==> src/rtl/reg_file_seq_if.sv <==
// Sequencer <-> instruction source / reg_file signal bundle; master = sequencer side.
// Flag outputs exist only when RFS_FLAGS_EN is defined.
interface reg_file_seq_if;
  logic        instr_valid;
  logic [0:15] instr;
  logic        instr_ready;
  logic [0:2]  rd_addr_a;
  logic [0:2]  rd_addr_b;
  logic [0:15] d_out_a;
  logic [0:15] d_out_b;
  logic        wr;
  logic [0:2]  wr_addr;
  logic [0:15] d_in;
  logic        busy;
  logic        done;
`ifdef RFS_FLAGS_EN
  logic        flag_z;
  logic        flag_c;
`endif

  modport master (
    input  instr_valid, instr, d_out_a, d_out_b,
    output instr_ready, rd_addr_a, rd_addr_b, wr, wr_addr, d_in, busy, done
`ifdef RFS_FLAGS_EN
    , output flag_z, flag_c
`endif
  );

  modport slave (
    output instr_valid, instr, d_out_a, d_out_b,
    input  instr_ready, rd_addr_a, rd_addr_b, wr, wr_addr, d_in, busy, done
`ifdef RFS_FLAGS_EN
    , input flag_z, flag_c
`endif
  );
endinterface

==> src/rtl/reg_file_seq.sv <==
// Four-state micro-op sequencer (IDLE/READ/EXEC/WRITE) driving an 8x16 reg_file; one instr per 4 cycles.
// Optional zero/carry flag outputs are built when RFS_FLAGS_EN is defined.
module reg_file_seq #(
  parameter int DATA_W   = 16,
  parameter int ADDR_W   = 3,
  parameter bit LDI_SEXT = 1'b0
) (
  input  logic           clk,
  input  logic           reset,
  reg_file_seq_if.master bus
);

  localparam logic [2:0] OP_NOP = 3'b000;
  localparam logic [2:0] OP_ADD = 3'b001;
  localparam logic [2:0] OP_SUB = 3'b010;
  localparam logic [2:0] OP_AND = 3'b011;
  localparam logic [2:0] OP_OR  = 3'b100;
  localparam logic [2:0] OP_XOR = 3'b101;
  localparam logic [2:0] OP_MOV = 3'b110;
  localparam logic [2:0] OP_LDI = 3'b111;

  typedef enum logic [1:0] {IDLE, READ, EXEC, WRITE} state_t;

  state_t            state;
  logic [0:15]       instr_q;
  logic [DATA_W-1:0] opa_q;
  logic [DATA_W-1:0] opb_q;
  logic              ready_q;

  logic [2:0]        op;
  logic [ADDR_W-1:0] dst;
  logic [9:0]        imm10;
  logic [DATA_W-1:0] imm_ext;
  logic [DATA_W-1:0] result;

  assign op      = instr_q[0:2];
  assign dst     = instr_q[3:5];
  assign imm10   = instr_q[6:15];
  assign imm_ext = {{(DATA_W-10){LDI_SEXT & imm10[9]}}, imm10};

  // Gated by reset so the source sees not-ready in the reset cycle and ready right after.
  assign bus.instr_ready = ready_q & ~reset;

  always_comb begin
    result = '0;
    case (op)
      OP_ADD:  result = opa_q + opb_q;
      OP_SUB:  result = opa_q - opb_q;
      OP_AND:  result = opa_q & opb_q;
      OP_OR:   result = opa_q | opb_q;
      OP_XOR:  result = opa_q ^ opb_q;
      OP_MOV:  result = opa_q;
      OP_LDI:  result = imm_ext;
      default: result = '0;
    endcase
  end

`ifdef RFS_FLAGS_EN
  logic              flag_upd;
  logic              carry_nxt;
  logic [DATA_W:0]   sum_ext;

  assign sum_ext = {1'b0, opa_q} + {1'b0, opb_q};

  always_comb begin
    flag_upd  = 1'b0;
    carry_nxt = 1'b0;
    case (op)
      OP_ADD: begin flag_upd = 1'b1; carry_nxt = sum_ext[DATA_W]; end
      OP_SUB: begin flag_upd = 1'b1; carry_nxt = (opa_q < opb_q); end
      OP_AND, OP_OR, OP_XOR: flag_upd = 1'b1;
      default: flag_upd = 1'b0;
    endcase
  end
`endif

  always_ff @(posedge clk) begin
    if (reset) begin
      state         <= IDLE;
      ready_q       <= 1'b1;
      instr_q       <= '0;
      opa_q         <= '0;
      opb_q         <= '0;
      bus.rd_addr_a <= '0;
      bus.rd_addr_b <= '0;
      bus.wr        <= 1'b0;
      bus.wr_addr   <= '0;
      bus.d_in      <= '0;
      bus.busy      <= 1'b0;
      bus.done      <= 1'b0;
`ifdef RFS_FLAGS_EN
      bus.flag_z    <= 1'b0;
      bus.flag_c    <= 1'b0;
`endif
    end else begin
      case (state)
        IDLE: begin
          if (bus.instr_valid && ready_q) begin
            instr_q       <= bus.instr;
            bus.rd_addr_a <= bus.instr[6:8];
            bus.rd_addr_b <= bus.instr[9:11];
            ready_q       <= 1'b0;
            bus.busy      <= 1'b1;
            state         <= READ;
          end
        end
        READ: begin
          // Operands captured here, so dst aliasing a source is harmless.
          opa_q <= bus.d_out_a;
          opb_q <= bus.d_out_b;
          state <= EXEC;
        end
        EXEC: begin
          bus.wr      <= (op != OP_NOP);
          bus.wr_addr <= dst;
          bus.d_in    <= result;
          bus.done    <= 1'b1;
`ifdef RFS_FLAGS_EN
          if (flag_upd) begin
            bus.flag_z <= (result == '0);
            bus.flag_c <= carry_nxt;
          end
`endif
          state <= WRITE;
        end
        WRITE: begin
          bus.wr   <= 1'b0;
          bus.done <= 1'b0;
          bus.busy <= 1'b0;
          ready_q  <= 1'b1;
          state    <= IDLE;
        end
        default: state <= IDLE;
      endcase
    end
  end

endmodule
==> src/flat_wrapper.sv <==
// flat-port wrapper written by rule: the top's interface ports become plain ports
module reg_file_seq_flat 
#(
  parameter int DATA_W   = 16,
  parameter int ADDR_W   = 3,
  parameter bit LDI_SEXT = 1'b0
)
  (clk, reset, bus_instr_valid, bus_instr, bus_d_out_a, bus_d_out_b, bus_instr_ready, bus_rd_addr_a, bus_rd_addr_b, bus_wr, bus_wr_addr, bus_d_in, bus_busy, bus_done);
  reg_file_seq_if bus_i ();
  input  logic clk;
  input  logic reset;
  input wire logic [$bits(bus_i.instr_valid)-1:0] bus_instr_valid;
  input wire logic [$bits(bus_i.instr)-1:0] bus_instr;
  input wire logic [$bits(bus_i.d_out_a)-1:0] bus_d_out_a;
  input wire logic [$bits(bus_i.d_out_b)-1:0] bus_d_out_b;
  output wire logic [$bits(bus_i.instr_ready)-1:0] bus_instr_ready;
  output wire logic [$bits(bus_i.rd_addr_a)-1:0] bus_rd_addr_a;
  output wire logic [$bits(bus_i.rd_addr_b)-1:0] bus_rd_addr_b;
  output wire logic [$bits(bus_i.wr)-1:0] bus_wr;
  output wire logic [$bits(bus_i.wr_addr)-1:0] bus_wr_addr;
  output wire logic [$bits(bus_i.d_in)-1:0] bus_d_in;
  output wire logic [$bits(bus_i.busy)-1:0] bus_busy;
  output wire logic [$bits(bus_i.done)-1:0] bus_done;
  assign bus_i.instr_valid = bus_instr_valid;
  assign bus_i.instr = bus_instr;
  assign bus_i.d_out_a = bus_d_out_a;
  assign bus_i.d_out_b = bus_d_out_b;
  assign bus_instr_ready = bus_i.instr_ready;
  assign bus_rd_addr_a = bus_i.rd_addr_a;
  assign bus_rd_addr_b = bus_i.rd_addr_b;
  assign bus_wr = bus_i.wr;
  assign bus_wr_addr = bus_i.wr_addr;
  assign bus_d_in = bus_i.d_in;
  assign bus_busy = bus_i.busy;
  assign bus_done = bus_i.done;
  reg_file_seq #(.DATA_W(DATA_W), .ADDR_W(ADDR_W), .LDI_SEXT(LDI_SEXT)) u_core (.clk(clk), .reset(reset), .bus(bus_i));
endmodule
==> config.mk <==
export PLATFORM = sky130hd
export DESIGN_NAME = reg_file_seq_flat
export DESIGN_NICKNAME = d
export VERILOG_FILES = /design/src/rtl/reg_file_seq_if.sv /design/src/rtl/reg_file_seq.sv /design/src/flat_wrapper.sv
export SDC_FILE = /design/constraint.sdc
export NUM_CORES = 1
export LEC_CHECK = 0
export ABC_AREA = 1
export CAP_MARGIN = 20
export CORE_MARGIN = 5
export CORE_UTILIZATION = 40
export CTS_CLUSTER_SIZE = 30
export DETAILED_ROUTE_END_ITERATION = 10
export DONT_BUFFER_PORTS = 1
export SLEW_MARGIN = 20
export SYNTH_ARGS = -nofsm -noshare
export SYNTH_HDL_FRONTEND = slang
export SYNTH_SLANG_ARGS = --single-unit
==> constraint.sdc <==
create_clock -name clk -period 3.8 [get_ports clk]
set_input_delay 0.38 -clock clk [delete_from_list [all_inputs] [get_ports clk]]
set_output_delay 0.38 -clock clk [all_outputs]
set_load 0.03 [all_outputs]
==> flow_metrics.py <==
metrics = {
    "timing": {
        "hold_viol_final": 0,
        "setup_slack_ns": 0.4471,
        "fmaxAchievable_ghz": 0.2982,
        "slew_headroom": 0.4483,
        "rsz0062_at_grt": "no",
        "maxSlewViolCount": 0,
        "hold_ws_ns": 0.1035,
        "clock_skew_ns": 0.007563,
        "fin_crit_sh": 0.8824,
        "min_period_ns": 3.353,
        "fin_setup_tns_ns": 0,
        "setup_viol": 0,
        "worstMarginPinSlew_ns": 0.8225,
    },
    "cells_and_area": {
        "final_common_cell": "nand2_1",
        "syn_to_final_growth_pct": 7.682,
        "antennaDiodeCount": 0,
        "final_layout_size_suffix_gt1_frac": 0.05279,
        "final_cells": 806,
        "final_cell_mix": "132 x nand2_1, 90 x inv_1, 85 x a21oi_1, 73 x o21ai_0, 73 x dfxtp_1",
        "fin_nets": 762,
        "fill_cells": 1183,
    },
    "setup_path": {
        "r2r-end": "u_core.bus.d_in[0]",
        "critPathLaunch": "u_core.opb_q[0]",
        "crit_type": "reg -> reg",
        "cp-end-kind": "flop",
        "crit_required_ns": 4.03,
        "critPathMaxFanout": 6,
        "start_kind": "flop",
        "r2r-start": "u_core.opb_q[0]",
        "worst_r2r_path_depth": 20,
        "crit_path_end": "u_core.bus.d_in[0]",
        "rrSetupSlack_ns": 0.45,
        "worstPathArrival_ns": 3.58,
    },
    "routing": {
        "antenna_left": 0,
        "wirelength_mm": 14.15,
        "initialDrtViolationCount": 265,
        "drtPass1Iterations": 5,
        "wl_per_cell_um": 17.55,
        "drc": 0,
        "dr_total_vias": 4383,
        "vias_per_cell": 5.438,
    },
    "clock_tree": {
        "postCtsResizedCells": 0,
        "htree_levels": 3,
        "clk_latency_ns": 0.34,
        "cts_buffers": 9,
        "clkTransAtPathRegs_ns": 0.06,
        "post-cts-setup-buffers": 0,
        "cts_buffer_depth": 2,
        "root_buffer": "clkbuf_16",
        "ctsHoldBuffers": 0,
        "tritoncts": "done",
        "cts_sinks": 73,
    },
    "outcome": {
        "status": "completed",
    },
    "synthesis": {
        "synth_seq_cells": 73,
        "synthCells": 676,
        "yosysSeqAreaShare": 0.3062,
        "synthTopCellsByArea": "dfxtp_1 31%, ha_1 14%, nand2_1 10%",
        "ys_warn_count": 0,
        "synth_top_area_share": 0.3062,
        "netlist_area_um2": 4772,
        "async_flop_share": 0,
        "yosys.area.top_type": "dfxtp_1",
        "yosys_most_used_dff": "dfxtp_1",
        "postSynthAreaPerCell_um2": 7.059,
        "ys_types": 36,
        "synth_enable_flop_cells": 0,
        "synth_nets": 780,
    },
    "placement": {
        "gp_congestion": 0.8969,
        "dp_worst_setup_slack_ns": 0.5086,
        "dp.cells": 790,
        "dp_hpwl_mm": 11.11,
        "place.port_buffers": 0,
    },
    "grt": {
        "antenna_found_initial": 0,
        "grt_pass1_wl_mm": 22.85,
        "grt_pass1_vias": 4314,
        "grt_max_degree": 48,
        "grt_overflow": 0,
        "grt_usage": 0.2000,
    },
    "power": {
        "power.switching_w": 0.002722,
        "intPower_w": 0.002638,
        "p_seq_frac": 0.257,
        "p_per_area_nw_per_um2": 1043,
        "p_comb_frac": 0.568,
        "switching_share": 0.5078,
        "power.leakage_nw": 2.331,
        "vdd_drop_max_mv": 0.4274,
        "p_clk_frac": 0.176,
    },
    "flow_run": {
        "cap_violations": 0,
    },
    "floorplanning": {
        "io_pins": 80,
        "row_count": 39,
        "coreArea_um2": 11560,
        "die_x_um": 119.2,
        "start_util": 0.4126,
        "dieArea_um2": 14210,
        "die_h_um": 119.2,
    },
    "worst_hold_path": {
        "hold_class": "in -> reg",
    },
}
## metal layers
layer	global-route usage	share of wire	wire length, um	vias up
li1	-	-	-	2202
met1	0.2603	0.45	6425	2045
met2	0.3349	0.47	6645	113
met3	0.03555	0.050	714	23
met4	0.06662	0.026	361	0
met5	0	0	0	-
## cell type report
cell class	count	area (um2)	area share
Clock buffer	9	225.2	0.04383
Inverter	95	356.6	0.06939
Sequential cell	73	1461	0.2844
Multi-Input combinational cell	474	2776	0.5403
Tap cell	143	178.9	0.03482
Timing Repair Buffer	5	37.54	0.007305
Clock inverter	7	102.6	0.01997
## per-stage QoR
| step | total power, W | instance area (um2) | util |
|---|---|---|---|
| floorplan | 0.003664 | 4772 | - |
| global placement | 0.004355 | 4811 | 0.4160 |
| detailed placement | 0.004394 | 4811 | 0.4160 |
| CTS | 0.005360 | 5139 | 0.4443 |
| global route | 0.005861 | 5139 | 0.4443 |
| finish | 0.005360 | 5139 | 0.4443 |
## worst max-delay path, stage by stage (launching register included)
cell and delay, ns:
dfxtp_1 0.33, inv_1 0.13, ha_1 0.16, inv_1 0.04, nor3_1 0.17, nand2_1 0.13
nor3_2 0.17, nand3_1 0.15, o31ai_1 0.34, xor2_1 0.13, ha_1 0.39, nand2_1 0.10
nand2_1 0.09, a21oi_1 0.23, nand2_1 0.08, a21oi_1 0.15, nand3_1 0.08, nand3_1 0.11
nand2_1 0.07, nand2_1 0.13, a21oi_2 0.06
## registers in the layout, indices dropped and copies added (netlist names)
name	count
u_core.bus.busy	1
u_core.state	2
u_core.ready_q	1
u_core.bus.wr_addr	3
u_core.instr_q	16
u_core.bus.wr	1
u_core.bus.d_in	16
u_core.bus.done	1
u_core.opa_q	16
u_core.opb_q	16
## cell usage after synthesis, types with 8 or more instances
library cell and number:
buf_4 8, xor2_1 13, clkbuf_1 19, inv_1 91, nor2_1 28, o22ai_1 10, nand2_1 132, a21oi_1 85
o21ai_0 73, ha_1 52, nand3_1 32, dfxtp_1 73
## worst min-delay path by stage
stage | startpoint | end | slack [ns] | cells past startpoint
global placement | u_core.instr_q[5] | u_core.instr_q[5] | 0.44 | 2
floorplan | u_core.instr_q[3] | u_core.instr_q[3] | 0.43 | 2
detailed placement | reset | u_core.bus.d_in[0] | 0.45 | 1
finish | reset | u_core.bus.d_in[0] | 0.10 | 1
global route | reset | u_core.bus.d_in[0] | 0.09 | 1
CTS | reset | u_core.bus.d_in[0] | 0.09 | 1
## kinds of logic after synthesis
kind of cell | Yosys count | synth area share
AO/OA/AOI/OAI | 197 | 0.2289
XOR/XNOR | 14 | 0.02570
adder cells (fa/ha/maj) | 53 | 0.1405
buffers and inverters | 129 | 0.1120
flip-flops | 73 | 0.3062
AND/OR/NAND/NOR | 210 | 0.1867
## power by group through the flow
stage               logic (W)  clock network [W]  registers [W]
finish                0.00304           0.000943        0.00138
detailed placement    0.00300                  0        0.00139
global placement      0.00297                  0        0.00138
floorplan             0.00240                  0        0.00127
global route          0.00347           0.000988        0.00141
CTS                   0.00303           0.000955        0.00138
Note: power is estimated with default switching activity, not from simulation.
